`src/rtl/seq_divider4_pkg.sv`:
```
// ----------------------------------------------------------------------------
// seq_divider4_pkg
// Shared constants for the sequential restoring divider: operand width,
// controller state encodings and the iteration counter load value.
// No ports (package).
// ----------------------------------------------------------------------------
package seq_divider4_pkg;

   localparam int DIV_WIDTH = 4;

   // Iteration counter: loaded with DIV_WIDTH-1 and counts down to 0,
   // so one quotient bit is produced per CALC cycle.
   localparam int             CNT_W     = 2;
   localparam logic [CNT_W-1:0] ITER_LAST = CNT_W'(DIV_WIDTH - 1);

   // Controller state encodings.
   localparam logic [1:0] ST_IDLE = 2'd0;
   localparam logic [1:0] ST_CALC = 2'd1;
   localparam logic [1:0] ST_DONE = 2'd2;

endpackage

```
`src/rtl/seq_divider4_if.sv`:
```
// ----------------------------------------------------------------------------
// seq_divider4_if
// Request/result bundle of the divider.
//   start        requester -> divider  request a division (taken only when idle)
//   dividend     requester -> divider  unsigned dividend, sampled on accept
//   divisor      requester -> divider  unsigned divisor, sampled on accept
//   busy         divider -> requester  operation in progress (CALC or DONE)
//   done         divider -> requester  one-cycle pulse, results valid
//   quotient     divider -> requester  held until a later result replaces it
//   remainder    divider -> requester  held like quotient
//   div_by_zero  divider -> requester  captured divisor was zero, held
// Handshake: a request is accepted on a rising edge where start=1 and busy=0;
// start while busy=1 is dropped, not queued. Each accepted request produces
// exactly one done pulse a fixed four edges later unless reset intervenes.
// ----------------------------------------------------------------------------
interface seq_divider4_if
   import seq_divider4_pkg::*;
#(
   parameter int WIDTH = DIV_WIDTH
) ();

   logic             start;
   logic [WIDTH-1:0] dividend;
   logic [WIDTH-1:0] divisor;
   logic             busy;
   logic             done;
   logic [WIDTH-1:0] quotient;
   logic [WIDTH-1:0] remainder;
   logic             div_by_zero;

   modport master (
      output start, dividend, divisor,
      input  busy, done, quotient, remainder, div_by_zero
   );

   modport slave (
      input  start, dividend, divisor,
      output busy, done, quotient, remainder, div_by_zero
   );

endinterface

```
`src/rtl/seq_divider4_addsub4_co.sv`:
```
// ----------------------------------------------------------------------------
// addsub4_co
// Ripple-carry adder/subtractor built from 1-bit full adders.
//   a, b       operands
//   sub        1: sum = a + ~b + 1 (a - b), 0: sum = a + b
//   sum        result modulo 2^WIDTH
//   carry_out  carry from the MSB; in subtract mode 1 means a >= b
// ----------------------------------------------------------------------------
module addsub4_co #(
   parameter int WIDTH = 4
) (
   input  logic [WIDTH-1:0] a,
   input  logic [WIDTH-1:0] b,
   input  logic             sub,
   output logic [WIDTH-1:0] sum,
   output logic             carry_out
);

   logic [WIDTH:0]   c;
   logic [WIDTH-1:0] bx;

   // sub doubles as the carry-in, giving two's complement negation of b.
   assign c[0] = sub;

   for (genvar i = 0; i < WIDTH; i++) begin : g_fa
      assign bx[i]    = b[i] ^ sub;
      assign sum[i]   = a[i] ^ bx[i] ^ c[i];
      assign c[i + 1] = (a[i] & bx[i]) | (c[i] & (a[i] ^ bx[i]));
   end

   assign carry_out = c[WIDTH];

endmodule

```
`src/rtl/seq_divider4.sv`:
```
// ----------------------------------------------------------------------------
// seq_divider4
// Sequential restoring divider, one quotient bit per clock, MSB first.
//   clk        rising-edge clock
//   rst        asynchronous active-high reset, aborts any operation
//   bus        seq_divider4_if.slave: start/dividend/divisor in,
//              busy/done/quotient/remainder/div_by_zero out
//   state_dbg  current controller state (ST_IDLE/ST_CALC/ST_DONE)
// Accept edge N loads the operands, CALC runs on edges N+1..N+4, the results
// register on N+4 and done is high for the cycle that follows.
// ----------------------------------------------------------------------------
module seq_divider4
   import seq_divider4_pkg::*;
#(
   parameter int WIDTH = DIV_WIDTH
) (
   input  logic            clk,
   input  logic            rst,
   seq_divider4_if.slave   bus,
   output logic [1:0]      state_dbg
);

   logic [1:0]       state;
   logic [CNT_W-1:0] count;
   logic [WIDTH-1:0] r;          // partial remainder
   logic [WIDTH-1:0] q;          // dividend shifting out, quotient shifting in
   logic [WIDTH-1:0] divisor_q;  // divisor latched at accept

   logic [WIDTH-1:0] quotient_q;
   logic [WIDTH-1:0] remainder_q;
   logic             dbz_q;

   logic [WIDTH-1:0] s;
   logic             t;
   logic [WIDTH-1:0] d;
   logic             carry_out;
   logic             take;
   logic [WIDTH-1:0] r_next;
   logic [WIDTH-1:0] q_next;

   // Shift the next dividend bit into the partial remainder. The bit pushed
   // out of r (t) is the hidden fifth bit of the true shifted value.
   assign s = {r[WIDTH-2:0], q[WIDTH-1]};
   assign t = r[WIDTH-1];

   addsub4_co #(.WIDTH(WIDTH)) u_sub (
      .a         (s),
      .b         (divisor_q),
      .sub       (1'b1),
      .sum       (d),
      .carry_out (carry_out)
   );

   // When t=1 the 5-bit value exceeds any 4-bit divisor, so the subtraction
   // must be taken and d is still correct modulo 2^WIDTH. A zero divisor
   // always produces carry_out=1, giving an all-ones quotient and the
   // dividend as remainder without any special casing.
   assign take   = t | carry_out;
   assign r_next = take ? d : s;
   assign q_next = {q[WIDTH-2:0], take};

   always_ff @(posedge clk or posedge rst) begin
      if (rst) begin
         state       <= ST_IDLE;
         count       <= '0;
         r           <= '0;
         q           <= '0;
         divisor_q   <= '0;
         quotient_q  <= '0;
         remainder_q <= '0;
         dbz_q       <= 1'b0;
      end else begin
         case (state)
            ST_IDLE: begin
               if (bus.start) begin
                  divisor_q <= bus.divisor;
                  r         <= '0;
                  q         <= bus.dividend;
                  count     <= ITER_LAST;
                  state     <= ST_CALC;
               end
            end
            ST_CALC: begin
               r     <= r_next;
               q     <= q_next;
               count <= count - CNT_W'(1);
               if (count == '0) begin
                  quotient_q  <= q_next;
                  remainder_q <= r_next;
                  dbz_q       <= (divisor_q == '0);
                  state       <= ST_DONE;
               end
            end
            ST_DONE: state <= ST_IDLE;
            default: state <= ST_IDLE;
         endcase
      end
   end

   // busy and done are plain decodes of the state register.
   assign bus.busy        = (state != ST_IDLE);
   assign bus.done        = (state == ST_DONE);
   assign bus.quotient    = quotient_q;
   assign bus.remainder   = remainder_q;
   assign bus.div_by_zero = dbz_q;
   assign state_dbg       = state;

endmodule

```
`src/flat_wrapper.sv`:
```
// flat-port wrapper written by rule: the top's interface ports become plain ports
module seq_divider4_flat import seq_divider4_pkg::*;
#(
   parameter int WIDTH = DIV_WIDTH
)
  (clk, rst, state_dbg, bus_start, bus_dividend, bus_divisor, bus_busy, bus_done, bus_quotient, bus_remainder, bus_div_by_zero);
  seq_divider4_if #(.WIDTH(WIDTH)) bus_i ();
  input  logic clk;
  input  logic rst;
  output logic [1:0] state_dbg;
  input wire logic [$bits(bus_i.start)-1:0] bus_start;
  input wire logic [$bits(bus_i.dividend)-1:0] bus_dividend;
  input wire logic [$bits(bus_i.divisor)-1:0] bus_divisor;
  output wire logic [$bits(bus_i.busy)-1:0] bus_busy;
  output wire logic [$bits(bus_i.done)-1:0] bus_done;
  output wire logic [$bits(bus_i.quotient)-1:0] bus_quotient;
  output wire logic [$bits(bus_i.remainder)-1:0] bus_remainder;
  output wire logic [$bits(bus_i.div_by_zero)-1:0] bus_div_by_zero;
  assign bus_i.start = bus_start;
  assign bus_i.dividend = bus_dividend;
  assign bus_i.divisor = bus_divisor;
  assign bus_busy = bus_i.busy;
  assign bus_done = bus_i.done;
  assign bus_quotient = bus_i.quotient;
  assign bus_remainder = bus_i.remainder;
  assign bus_div_by_zero = bus_i.div_by_zero;
  seq_divider4 #(.WIDTH(WIDTH)) u_core (.clk(clk), .rst(rst), .bus(bus_i), .state_dbg(state_dbg));
endmodule
```
`config.mk`:
```
export PLATFORM = sky130hd
export DESIGN_NAME = seq_divider4_flat
export DESIGN_NICKNAME = d
export VERILOG_FILES = /design/src/rtl/seq_divider4_pkg.sv /design/src/rtl/seq_divider4_if.sv /design/src/rtl/seq_divider4_addsub4_co.sv /design/src/rtl/seq_divider4.sv /design/src/flat_wrapper.sv
export SDC_FILE = /design/constraint.sdc
export NUM_CORES = 1
export LEC_CHECK = 0
export BUFFER_PORTS_ARGS = -buffer_cell sky130_fd_sc_hd__buf_2
export CORE_UTILIZATION = 53
export CTS_CLUSTER_DIAMETER = 100
export DETAILED_ROUTE_END_ITERATION = 12
export PLACE_DENSITY = 0.8
export SYNTH_ARGS = -nofsm -noshare
export SYNTH_HDL_FRONTEND = slang
export SYNTH_SLANG_ARGS = --single-unit
```
`constraint.sdc`:
```
create_clock -name clk -period 3.35 [get_ports clk]
set_input_delay 0.5025 -clock clk [delete_from_list [all_inputs] [get_ports clk]]
set_output_delay 0.5025 -clock clk [all_outputs]
set_load 0.01 [all_outputs]
```
==> results, run 1 <==
- The run finished with clean final reports.
- Routability-driven placement finished with a final weighted congestion of approximately 0.77.
- In this run the clock root is driven by a sky130_fd_sc_hd__clkbuf_4.
- After clock tree synthesis, the clock-pin slew on the worst setup and hold paths is ~0.14 ns.
- The synthesized netlist devotes 14.63% of its cell area to compound gates.
- The average footprint of a synthesized cell is around 11 µm².
- The routed wire length is 2165 µm.
- The post-synthesis share of cell area spent on and, or, nand and nor gates is a little under an eighth.
- On the final layout, the worst clock skew is roughly 0.008 ns.
- After synthesis, the netlist uses 27 different library cells.
- Summed over all cells, the static leakage comes to 0.6927 nW.
- Dividing the detail-routed wire length by the instance count gives around 14 µm.
- The number of max-slew violations in the final report is 0.
- The worst path uses 76.13% of the clock period.
- The fraction of the core area covered by cells at the end of the flow is 62.59%.
- The worst setup path is captured at a flop.
- Timing would allow up to around 0.39 GHz.
- Summing the areas of all fa, ha and maj instances in the mapped netlist gives 6.911% of the synthesized area.
- Yosys printed 0 warnings.
- The floorplan die height is roughly 50 µm.
- The number of buffers inserted during clock tree synthesis is 3.
- The met3 usage is under 10%.
- The overall die area is 2520 µm².
- TritonCTS built the clock tree.
- The horizontal die dimension is 50.20 µm.
- The maximum fanout encountered on the critical timing path is 6.
- The worst hold slack across all endpoints is 0.3465 ns.
- The iteration count of the initial detailed-routing pass is 4.
- The via count of the first global-routing pass came to 862.
- The detail route stage leaves a number of antenna-violating nets equal to 0.
- The CTS H-tree depth is 1.
- In the layout the commonest cells are sky130_fd_sc_hd__dfrtp_1 (25), sky130_fd_sc_hd__buf_2 (23), sky130_fd_sc_hd__o21ai_0 (12), sky130_fd_sc_hd__inv_1 (11), sky130_fd_sc_hd__nand2_1 (11).
- After detailed routing, the number of remaining DRC violations is 0.
- The cell taking the most area after synthesis is sky130_fd_sc_hd__dfrtp_1.
- From synthesis to final layout, the design area changed by 11.38%.
- Multiplexer cells account for 9.248% of the synthesized area.
- In this run the worst hold path is classified as in -> async.
- The number of buffers added to fix hold violations after cts is 0.
- The endpoint required time on the critical path is 3.60 ns.
- Ranked by total cell area, the synthesized netlist is headed by sky130_fd_sc_hd__dfrtp_1 (51%), sky130_fd_sc_hd__mux2_2 (6.4%), sky130_fd_sc_hd__fa_1 (4.9%).
- The number of buffers added for setup after CTS is 0.
- The sequential cells in the finished layout cover a total of 625.6 µm².
- The first global-routing pass estimated 3808 µm of wire.
- The net count of the finished layout is 149.
- The clock period minus final worst setup slack is roughly 2.6 ns.
- When the netlist entered floorplanning its net count stood at 126.
- The floorplan has 17 rows.
- Across the run, the number of max-cap violations was 0.
- The mapped netlist covers 1231 µm².
- The number of clock sinks seen by CTS is 25.
- By area, the combinational part of the netlist is dominated by compound AO/OA/AOI/OAI gates.
- For the pin with the worst max-slew slack, the measured transition is 0.9084 ns.
- The floorplan step defined a core boundary enclosing ~2200 µm².
- The via-per-instance ratio is approximately 5.4.
- STA classifies the critical path startpoint as a flop.
- The arrival time at the worst endpoint is 2.80 ns.
- The number of buffer cells added on primary ports is 23.
- The headroom to the max-slew limit is between 30% and 40%.
- The cell with the largest stage delay on the worst path is sky130_fd_sc_hd__fa_1.
- The total I/O pin count is 24.
- The fraction of final layout cells sized beyond drive strength 1 is between 20% and 30%.
- The share of the synthesized area in the top cell type is about half.
- Sequential elements use 50.81% of the synthesized area.
- The maximum ir drop on the vdd rail is ~0.00054 V.
- For the worst-skew pair, the clock arrives at the later sink with an insertion delay of 0.33 ns.
- For this design the ratio of total power to cell area is 1055 nW/µm².
- In the final layout, the multi-input gates occupy between 500 and 600 µm².
- The global routing stage identified its most utilized layer as met2.
- Summed over all failing endpoints, the final setup total negative slack is 0 ns.
- Leaving out fill and tap cells, the most frequent cell in the layout is sky130_fd_sc_hd__dfrtp_1.
- For this block, the initial DRC count from the detailed router was 11.
- The initial antenna violation count was 0.
- The pin count of the biggest net entering global routing is 26.
- The number of hold violations in the final report is 0.
- The number of resized instances in the post-cts repair step is 0.
- The delay of the slowest cell on the worst path is 0.40 ns.
- The count of vias placed by the detailed router is 861.
- Setup repair after global routing left no endpoint under its margin.
- The total global routing track utilization is between 20% and 30%.
- The leftover overflow at the end of global routing is 0.
- The signal on the critical path passes through inv_1 > ha_1 > fa_1 > inv_1 > fa_1 > inv_1 > fa_1 > nand2b_1 > mux2_2 > o22ai_1.
- The initial utilization of the core area, before any placement, comes to a little under three fifths.
- After Yosys synthesis, XOR and XNOR cells account for 0% of the synthesized area.
- Detailed placement ended at an HPWL of 1623 µm.
- Setup violations remaining at the end of the flow were counted as 0.
- The routing usage on met2 is around a third.
- The fraction of met1 tracks used by global routing is 26.01%.
- The category of the most critical setup path is reg -> reg.
- The flip-flop and latch count after synthesis is 25.
- The total of fill cells in the finished design is roughly 180.
- In this run the deepest clock path goes through 2 buffers.
- The number of antenna diodes in the final layout is 0.
- The number of standard cells after synthesis is 110.
[metal layers]
layer	vias up	wire (µm)
met5	-	0
li1	421	-
met2	20	1035
met3	5	85
met4	0	53
met1	415	990
[state kept, by name (all words and copies together), names as in the netlist]
| register | cells |
|---|---|
| u_core.bus.quotient | 4 |
| u_core.divisor_q | 4 |
| u_core.bus.div_by_zero | 1 |
| u_core.bus.remainder | 4 |
| u_core.count | 2 |
| u_core.r | 4 |
| u_core.state_dbg | 2 |
| u_core.q | 4 |
[cell type report]
type	instances	share of cell area, %
clock buffers	3	1.642
well taps	28	2.555
clock inverters	1	0.3650
multi-input cells	69	38.41
flip-flops and latches	25	45.62
inverters	11	3.011
repair buffers	23	8.394
[through the flow]
stage          total power (W)  area (µm²)  std cells  worst slack, ns
3_3_place_gp          0.001278        1344        156           0.9279
4_1_cts               0.001456        1371        160           0.7953
2_1_floorplan         0.001158        1231        110            1.049
3_5_place_dp          0.001323        1344        156           0.8302
6_report              0.001447        1371        160           0.7996
5_1_grt               0.001585        1371        160           0.6456
[worst max-delay path: cells and delay by family, from the launching register on]
| family | cells | cell delay, ns |
|---|---|---|
| flops | 1 | 0.37 |
| buf+inv | 3 | 0.20 |
| simple gates | 1 | 0.26 |
| fa+ha+maj | 4 | 1.10 |
| compound gates | 1 | 0.15 |
| mux | 1 | 0.39 |
[cells in the mapped netlist, drive strengths merged]
library cell / instances
fa: 3
nor2b: 3
buf: 5
or4: 1
a21o: 1
nand2b: 2
ha: 2
nand3b: 1
o21ai: 14
a22oi: 4
mux2: 8
mux2i: 2
a21oi: 3
o22ai: 4
o21bai: 2
a2bb2oi: 1
nand2: 11
dfrtp: 25
a22o: 1
or2: 1
inv: 11
nor3b: 1
and2b: 4
[power breakdown]
group	switching, W	internal [W]
sequential	0.000127	0.000449
clock	0.0000916	0.0000449
combinational	0.000383	0.000352
[cell families after synthesis]
family | count (synthesis)
AOI/OAI and AO/OA | 30
adders and majority gates | 5
and+or+nand+nor | 24
DFF | 25
muxes | 10
buffers and inverters | 16
[worst paths after layout]
path,start,endpoint,slack (ns),cells after the start
max,u_core.q[3],u_core.r[1],0.80,10
min,rst,u_core.bus.quotient[3],0.35,2
max reg2reg,u_core.q[3],u_core.r[1],0.80,10
min reg2reg,u_core.bus.quotient[0],u_core.bus.quotient[0],0.50,2
max in group asynchronous,rst,u_core.divisor_q[0],2.45,2
min in group clk,bus_divisor[2],u_core.divisor_q[2],0.38,3
No activity file was read; power rests on OpenSTA's default activity.
==> run 2: changes to the inputs <==
--- a/config.mk
+++ b/config.mk
@@ -5,11 +5,12 @@
 export SDC_FILE = /design/constraint.sdc
 export NUM_CORES = 1
 export LEC_CHECK = 0
+export ABC_AREA = 1
 export BUFFER_PORTS_ARGS = -buffer_cell sky130_fd_sc_hd__buf_2
-export CORE_UTILIZATION = 53
+export CORE_UTILIZATION = 48
 export CTS_CLUSTER_DIAMETER = 100
 export DETAILED_ROUTE_END_ITERATION = 12
-export PLACE_DENSITY = 0.8
+export PLACE_DENSITY = 0.77
 export SYNTH_ARGS = -nofsm -noshare
 export SYNTH_HDL_FRONTEND = slang
 export SYNTH_SLANG_ARGS = --single-unit
==> constraint.sdc (replaced) <==
create_clock -name clk -period 2.25 [get_ports clk]
set_input_delay 0.3375 -clock clk [delete_from_list [all_inputs] [get_ports clk]]
set_output_delay 0.3375 -clock clk [all_outputs]
set_load 0.01 [all_outputs]
==> run 2 against run 1 <==
Register-to-register slack worse by 0.65 ns. Area after synthesis down 2.4%. Worst hold slack worse by 0.31 ns. Clock power up 46%. Sequential share of layout area down 0.82 points. Critical endpoint is now u_core.r[0].
==> results, run 2 <==
- The critical path is of the reg -> reg type.
- The clock net in this run drives a total of 25 sinks.
- After routing, the total negative slack on setup checks comes to 0 ns.
- After filler insertion, the fill cell instance count of the layout stands at 186.
- The leftover overflow at the end of global routing is 0.
- The floorplan step set the die width to approximately 52 µm.
- The slew at the pin closest to its max-slew limit is 0.4313 ns.
- In this run, synthesis inferred 0 flip-flops with an integrated enable.
- The iteration count of the initial detailed-routing pass is 4.
- The achievable clock frequency is 0.4764 GHz.
- The maximum buffer depth of the clock tree is 2.
- Counting both buffers and inverters, the worst setup path holds a total of 2.
- In this run the most used layer during global routing was met2.
- The post-synthesis cell type count is 14.
- The depth of the most critical reg-to-reg path is 10.
- The cell with the largest stage delay on the worst path is sky130_fd_sc_hd__dfrtp_1.
- For this run, design rule violations remaining after detail routing come to 0.
- The cell chosen for the clock root is sky130_fd_sc_hd__clkbuf_4.
- The count of warnings emitted by yosys is 0.
- The worst clock skew is 0.004856 ns.
- The arrival time at the worst endpoint is 2.32 ns.
- The number of max-slew violations in the final report is 0.
- The switching share of total power is 46.17%.
- The number of buffer cells added on primary ports is 23.
- The worst setup slack for register-to-register paths is 0.15 ns.
- Using the TritonRoute via totals, the vias-per-cell ratio works out to 4.936.
- In this design, the largest share of critical-path delay is due to adder cells.
- The pin count of the biggest net entering global routing is 26.
- The met3 usage is 2.632%.
- The overall die area is 2707 µm².
- In this run the number of H-tree levels came out at 1.
- The setup-violating endpoint count in the final report is 0.
- Per report_power, the combinational group accounts for between 50% and 60% of the total.
- The delay of the slowest cell on the worst path is around 0.43 ns.
- Summed over all nets, the half-perimeter wirelength after detailed placement is 1681 µm.
- The area growth from synthesis to layout is 16.25%.
- The portion of total power attributed to sequential cells is 37.7%.
- Counting instances in the post-synthesis netlist gives the leading cell types as sky130_fd_sc_hd__nand2_1 (62), sky130_fd_sc_hd__dfrtp_1 (25), sky130_fd_sc_hd__nand3_1 (22).
- The first global-routing pass estimated just under 4000 µm of wire.
- The die is 52.03 µm tall.
- Headroom to the max-slew limit came out at between 70 and 80%.
- The average footprint of a synthesized cell is 8.227 µm².
- The worst setup path is launched from a flop.
- The number of hold violations in the final report was 0.
- Of all nets on the critical path, the largest fanout is 6.
- Global routing used 20.26% of the available tracks across all layers.
- For this design the top-level I/O count stands at 24.
- The synthesized design contains 25 register bits.
- The diode insertion count for antenna repair is 0.
- The net count after synthesis is 162.
- TritonCTS built the clock tree.
- The biggest area contributor in the post-synthesis netlist is sky130_fd_sc_hd__dfrtp_1.
- The floorplan step defined a core boundary enclosing 2276 µm².
- The count of nets left with antenna violations once routing finished came out at 0.
- The routed design could run at a clock period as short as 2.099 ns.
- The placed instances occupy a cell area of roughly 1400 µm².
- The endpoint of the most critical register-to-register path is u_core.r[0].
- In this run, the number of DRC markers left after iteration 0 of detailed routing was 22.
- The cell count after synthesis came out at 146.
- The portion of total power attributed to the clock network is 9.0%.
- The internal portion of the total power is 0.001179 W.
- The per-cell routed wire length is around 11 µm.
- The reg-to-reg startpoint is u_core.divisor_q[0].
- The portion of the post-synthesis area used by sequential elements is a little over half.
- The flow ran to the end, and the final reports show no timing, DRC or antenna violations.
- In this run the cell area of the synthesized design comes to between 1000 and 1500 µm².
- In the synthesized netlist the dominant register cell turns out to be sky130_fd_sc_hd__dfrtp_1.
- The via count of the first global-routing pass was 925.
- Traced cell by cell, the critical path runs through ha_1 > fa_1 > inv_1 > fa_1 > inv_1 > fa_2 > nand2_2 > nand2_1 > nand3_1 > nand2_1.
- In this run the power spent charging and discharging nets is 0.001011 W.
- The routed layout has about 1,000 vias.
- The most common library cell in the layout ignoring fill and taps is sky130_fd_sc_hd__nand2_1.
- The clock transition time at the flip-flop clock pins of the worst setup and hold paths is around 0.13 ns.
- At the end of the flow the core is filled with cells to 61.35%.
- In the layout the commonest cells are sky130_fd_sc_hd__nand2_1 (61), sky130_fd_sc_hd__dfrtp_1 (25), sky130_fd_sc_hd__buf_2 (23), sky130_fd_sc_hd__nand3_1 (21), sky130_fd_sc_hd__inv_1 (16).
- Setup repair after global routing left no endpoint under its margin.
- The starting density of the core is 52.78%.
- The most frequent cell after synthesis is sky130_fd_sc_hd__nand2_1.
- For this run, global-route usage on met2 was measured as 33.33%.
- The net count of the finished layout is ~190.
- Of the cells placed in the final design, the portion with a size suffix greater than 1 is 21.84%.
- The final instance area is 1396 µm².
- The final layout contains routed wiring with a total length of 2322 µm.
- The placement row count is 17.
- The initial antenna violation count is 0.
- The maximum ir drop on the vdd rail is 0.0008085 V.
- The tightest min-delay check is of the in -> async type.
- The final estimated routing congestion in global placement is 0.7811.
- The analysis attributes to cell leakage a power of 0.8093 nW.
- After synthesis, the largest area contributor takes up ~52% of total cell area.
- Power spread over the standard cell area amounts to 1568 nW/µm².
- In the synthesized netlist the async set-or-reset flop fraction comes to 100.0%.
- The number of buffers inserted during clock tree synthesis is 3.
- STA classifies the critical path endpoint as a flop.
- The fraction of met1 tracks used by global routing is 25.77%.
- In the post-synthesis netlist, the biggest area contributors are sky130_fd_sc_hd__dfrtp_1 (52%), sky130_fd_sc_hd__nand2_1 (19%), sky130_fd_sc_hd__nand3_1 (9.2%).
- The endpoint required time on the critical path is 2.47 ns.
- The max-capacitance violation count is 0.
- The portion of the clock cycle consumed by the worst path in the final layout is 93.30%.
- The clock reaches the later pin of the worst-skew pair after 0.32 ns.
[run 2: per-stage QoR]
step                      std cells  power [W]  worst slack (ns)  hold slack (ns)
after detailed placement        197   0.001940           0.08233           0.3969
after CTS                       201   0.002147           0.05939          0.04648
after global placement          197   0.001874            0.1608           0.3954
after global routing            202   0.002415           0.01756          0.07488
final                           202   0.002190            0.1507          0.03797
after floorplan                 146   0.001622            0.1816           0.3648
[run 2: power groups by stage]
| stage | Combinational, W | Sequential (W) | Clock, W |
|---|---|---|---|
| after floorplan | 0.000789 | 0.000833 | 0 |
| after global routing | 0.00134 | 0.000853 | 0.000220 |
| after CTS | 0.00112 | 0.000823 | 0.000204 |
| after global placement | 0.00105 | 0.000824 | 0 |
| after detailed placement | 0.00111 | 0.000831 | 0 |
| final | 0.00117 | 0.000825 | 0.000198 |
[run 2: area by class of cell]
type | instances | area, µm² | area share [%]
Timing Repair Buffer | 27 | 145.1 | 10.39
Tap cell | 28 | 35.03 | 2.509
Inverter | 18 | 67.56 | 4.839
Multi-Input combinational cell | 100 | 495.5 | 35.48
Clock inverter | 1 | 5.005 | 0.3584
Clock buffer | 3 | 22.52 | 1.613
Sequential cell | 25 | 625.6 | 44.80
[run 2: kinds of logic (layout without fill, tap and decap cells)]
| logic type | count (synthesis) | after routing | synth area share (%) |
|---|---|---|---|
| AND/OR/NAND/NOR | 90 | 90 | 31.25 |
| buffers and inverters | 21 | 49 | 7.500 |
| adder cells (fa/ha/maj) | 5 | 5 | 7.083 |
| AO/OA/AOI/OAI | 5 | 5 | 2.083 |
| flip-flops | 25 | 25 | 52.08 |
[run 2: what timing repair did]
| action | 4_1_cts | 5_1_grt |
|---|---|---|
| gates resized for setup | 0 | 3 |
| endpoints found under the setup margin | 0 | 8 |
| hold buffers | 0 | 0 |
| setup buffers | 0 | 1 |
[run 2: worst register-to-register path, stage by stage (launching register included)]
cell and delay [ns]:
sky130_fd_sc_hd__dfrtp_1 0.43, sky130_fd_sc_hd__ha_1 0.22, sky130_fd_sc_hd__fa_1 0.35, sky130_fd_sc_hd__inv_1 0.08, sky130_fd_sc_hd__fa_1 0.16, sky130_fd_sc_hd__inv_1 0.05, sky130_fd_sc_hd__fa_2 0.34, sky130_fd_sc_hd__nand2_2 0.14
sky130_fd_sc_hd__nand2_1 0.10, sky130_fd_sc_hd__nand3_1 0.09, sky130_fd_sc_hd__nand2_1 0.05
[run 2: worst max path at each step]
| stage | from | endpoint | slack (ns) | cells after the start |
|---|---|---|---|---|
| floorplan | u_core.divisor_q[0] | u_core.bus.remainder[0] | 0.18 | 10 |
| global placement | u_core.divisor_q[0] | u_core.bus.remainder[2] | 0.16 | 10 |
| detailed placement | u_core.divisor_q[0] | u_core.r[0] | 0.08 | 10 |
| CTS | u_core.divisor_q[0] | u_core.r[0] | 0.06 | 10 |
| global route | u_core.divisor_q[0] | u_core.r[0] | 0.02 | 10 |
| finish | u_core.divisor_q[0] | u_core.r[0] | 0.15 | 10 |
[run 2: routing by layer]
layer | vias up | share of wire (%)
met5 | - | 0
met4 | 0 | 1.5
met3 | 6 | 4.2
met2 | 28 | 47
met1 | 459 | 47
li1 | 504 | -
==> run 3: changes to the inputs <==
--- a/config.mk
+++ b/config.mk
@@ -5,7 +5,6 @@
 export SDC_FILE = /design/constraint.sdc
 export NUM_CORES = 1
 export LEC_CHECK = 0
-export ABC_AREA = 1
 export BUFFER_PORTS_ARGS = -buffer_cell sky130_fd_sc_hd__buf_2
 export CORE_UTILIZATION = 48
 export CTS_CLUSTER_DIAMETER = 100
==> run 3 against run 2 <==
The flow now finishes with violations (setup timing). Clock power about the same. Final area increased by 6.5%. Clock skew decreased by 0.0037 ns. Global-route usage decreased by 0.12 points. Combinational power is 24% higher. First-iteration DRC count shrank 27%. Critical endpoint is now u_core.r[2]. Largest cell class unchanged.
==> results, run 3 (synthesis gave the netlist of run 1 again) <==
- The final reports fail on setup timing.
- The reg-to-reg startpoint is u_core.divisor_q[0].
- The total number of cells along the worst setup path is 10.
- After routing, the total negative slack on setup checks comes to -0.002237 ns.
- The signal on the critical path passes through ha_4 > fa_2 > inv_2 > fa_2 > inv_2 > fa_2 > nand2b_4 > buf_6 > mux2i_4 > o22ai_2.
- From synthesis to final layout, the design area changed by 20.73%.
- The first global-routing pass estimated approximately 3900 µm of wire.
- After the last flow step, the layout net total stands at 156.
- The count of vias placed by the detailed router is around 890.
- The final worst slack is -0.002237 ns.
- Port buffering added 23 buffers.
- The HPWL reported at the end of detailed placement is 1634 µm.
- The power density of the placed cells is 1696 nW/µm².
- The diode insertion count for antenna repair is 0.
- The starting density of the core is 53.10%.
- Wires add up to 2306 µm.
- The overall die area is 2772 µm².
- The number of hold violations in the final report is 0.
- The critical path ends at u_core.r[2].
- The clock network latency to the later pin of the worst-skew pair is 0.32 ns.
- The footprint of the flip-flops and latches is 625.6 µm².
- The clock passes through at most 2 buffers.
- The worst clock skew is 0.001138 ns.
- The endpoint identified for the worst register-to-register timing path is u_core.r[2].
- The worst min-delay path class is in -> async.
- The category of the most critical setup path is reg -> reg.
- The headroom to the max-slew limit is 68.69%.
- After layout, the minimum clock period comes to 2.252 ns.
- Pin placement for this block handled 24 I/O pins.
- The most common library cell in the layout ignoring fill and taps is sky130_fd_sc_hd__dfrtp_1.
- The cell with the largest stage delay on the worst path is sky130_fd_sc_hd__dfrtp_1.
- The initial antenna violation count is 0.
- In this run the standard cell core region covers between 2000 and 2500 µm².
- The arrival time at the worst endpoint is 2.45 ns.
- The setup-violating endpoint count in the final report is 1.
- The floorplan has 17 rows.
- The worst setup slack for register-to-register paths is -0.002 ns.
- The via-per-instance ratio is 5.299.
- The floorplan die height is 52.65 µm.
- At the end of routability-driven placement, the weighted congestion stood at just under 0.8.
- Setup repair after global routing could not meet its margin everywhere.
- Along the worst path, the maximum fanout reaches 4.
- The cell chosen for the clock root is sky130_fd_sc_hd__clkbuf_4.
- The multi-input logic area is 586.8 µm².
- Of the cells placed in the final design, the portion with a size suffix greater than 1 is 41.01%.
- The kind of cell adding the most delay to the critical path is adder cells.
- Summed over all cells, the static leakage comes to 0.7328 nW.
- Of the available clock period, the critical path in the final layout requires 100.1%.
- The via count of the first global-routing pass was 887.
- After detailed routing, the number of remaining DRC violations is 0.
- The most critical setup path has its startpoint at u_core.divisor_q[0].
- The final cell count without fillers is approximately 170.
- The achievable clock frequency is between 0.4 and 0.5 GHz.
- Data on the critical path is required at its endpoint by 2.45 ns.
- Leaving out fill and tap cells, the most frequent cells in the layout are sky130_fd_sc_hd__dfrtp_1 (25), sky130_fd_sc_hd__buf_2 (23), sky130_fd_sc_hd__nand2_1 (11), sky130_fd_sc_hd__o21ai_0 (9), sky130_fd_sc_hd__inv_1 (8).
- The count of buffer and inverter cells on the critical path is 3.
- The leftover overflow at the end of global routing is 0.
- The clock transition time at the flip-flop clock pins of the worst setup and hold paths is 0.13 ns.
- Across the run, the number of max-cap violations was 0.
- The number of placed cells counting well taps is 162.
- The maximum ir drop on the vdd rail is 0.0008138 V.
- The number of buffers inserted during clock tree synthesis is 3.
- The per-cell routed wire length is between 10 and 15 µm.
- The depth of the most critical reg-to-reg path is 10.
- The total global routing track utilization is 20.15%.
- The iteration count of the initial detailed-routing pass is 5.
- By instance count, the cell type seen most on the critical path is sky130_fd_sc_hd__fa_2.
- The clock drives 25 sinks.
- The number of max-slew violations in the final report was 0.
- The kind of end point of the critical path is a flop.
- The worst hold slack across all endpoints is 0.03736 ns.
- The number of DRC markers in iteration 0 is 16.
- The run finished, with violations left.
- For the pin with the worst max-slew slack, the measured transition is 0.4692 ns.
- The horizontal die dimension is 52.65 µm.
- The total of fill cells in the finished design is ~180.
- The largest single stage delay on the critical path is between 0.4 and 0.5 ns.
- The startpoint class of the critical path is a flop.
- Entering global routing, the biggest net connects 26 pins.
- Once detail routing completed, the nets flagged for antenna violations numbered 0.
- The CTS H-tree depth is 1.
- The CTS tree is done.
-- run 3: cell types whose count changed in the layout (fill, tap and decap cells not counted), sizes merged, moves of 5 or more --
| cell | before | now |
|---|---|---|
| inv | 18 | 11 |
| mux2 | 0 | 8 |
| nand2 | 63 | 11 |
| nand3 | 22 | 0 |
| nor2 | 5 | 0 |
| o21ai | 4 | 14 |
-- run 3: metal layers --
layer	vias up	share of wire, %	wire length, µm	track usage [%]
met2	21	48	1107	32.70
met4	0	1.5	35	10.53
met3	4	3.7	86	2.609
li1	431	-	-	-
met1	429	47	1076	25.97
met5	-	0	0	0
-- run 3: worst min-delay path, cell delays in order --
cell                    delay (ns)
sky130_fd_sc_hd__buf_2        0.10
sky130_fd_sc_hd__inv_1        0.04
sky130_fd_sc_hd__buf_4        0.30
-- run 3: area by class of cell --
| type | instances | area share, % |
|---|---|---|
| multi-input combinational | 69 | 39.48 |
| clock buffer | 4 | 1.768 |
| tap | 28 | 2.357 |
| sequential | 25 | 42.09 |
| timing repair buffer | 30 | 11.53 |
| inverter | 11 | 2.778 |
-- run 3: repair_timing --
action | in CTS | in global routing
setup buffers | 1 | 0
pin swaps | 2 | 5
cloned | 0 | 0
resized for setup | 11 | 7
setup endpoints to repair | 8 | 10
hold buffers | 0 | 0
-- run 3: worst min-delay path by stage --
stage | start | cells past startpoint | endpoint | slack, ns
CTS | rst | 3 | u_core.bus.quotient[1] | 0.04
global route | rst | 3 | u_core.bus.remainder[2] | 0.06
floorplan | rst | 1 | u_core.bus.div_by_zero | 0.36
finish | rst | 3 | u_core.bus.quotient[1] | 0.04
global placement | rst | 3 | u_core.bus.quotient[3] | 0.39
detailed placement | rst | 3 | u_core.bus.quotient[1] | 0.40
-- run 3: report_power, final --
group / total (W) / internal, W / switching, W / leakage, nW
clock network: 0.000201 / 0.0000694 / 0.000132 / 0.0150
logic: 0.00145 / 0.000758 / 0.000694 / 0.408
registers: 0.000868 / 0.000669 / 0.000199 / 0.309
total: 0.00252 / 0.00150 / 0.00102 / 0.733
-- run 3: metrics by stage --
stage                     total power, W  cell area (µm²)  utilization [%]  setup slack, ns
after CTS                       0.002409             1455            62.76         -0.01289
after floorplan                 0.001731             1234                -       0.00006373
after global routing            0.002739             1486            64.11         -0.07779
after detailed placement        0.002069             1391            60.01          -0.1142
after global placement          0.002013             1391            60.01         -0.03429
final                           0.002521             1486            64.11        -0.002237
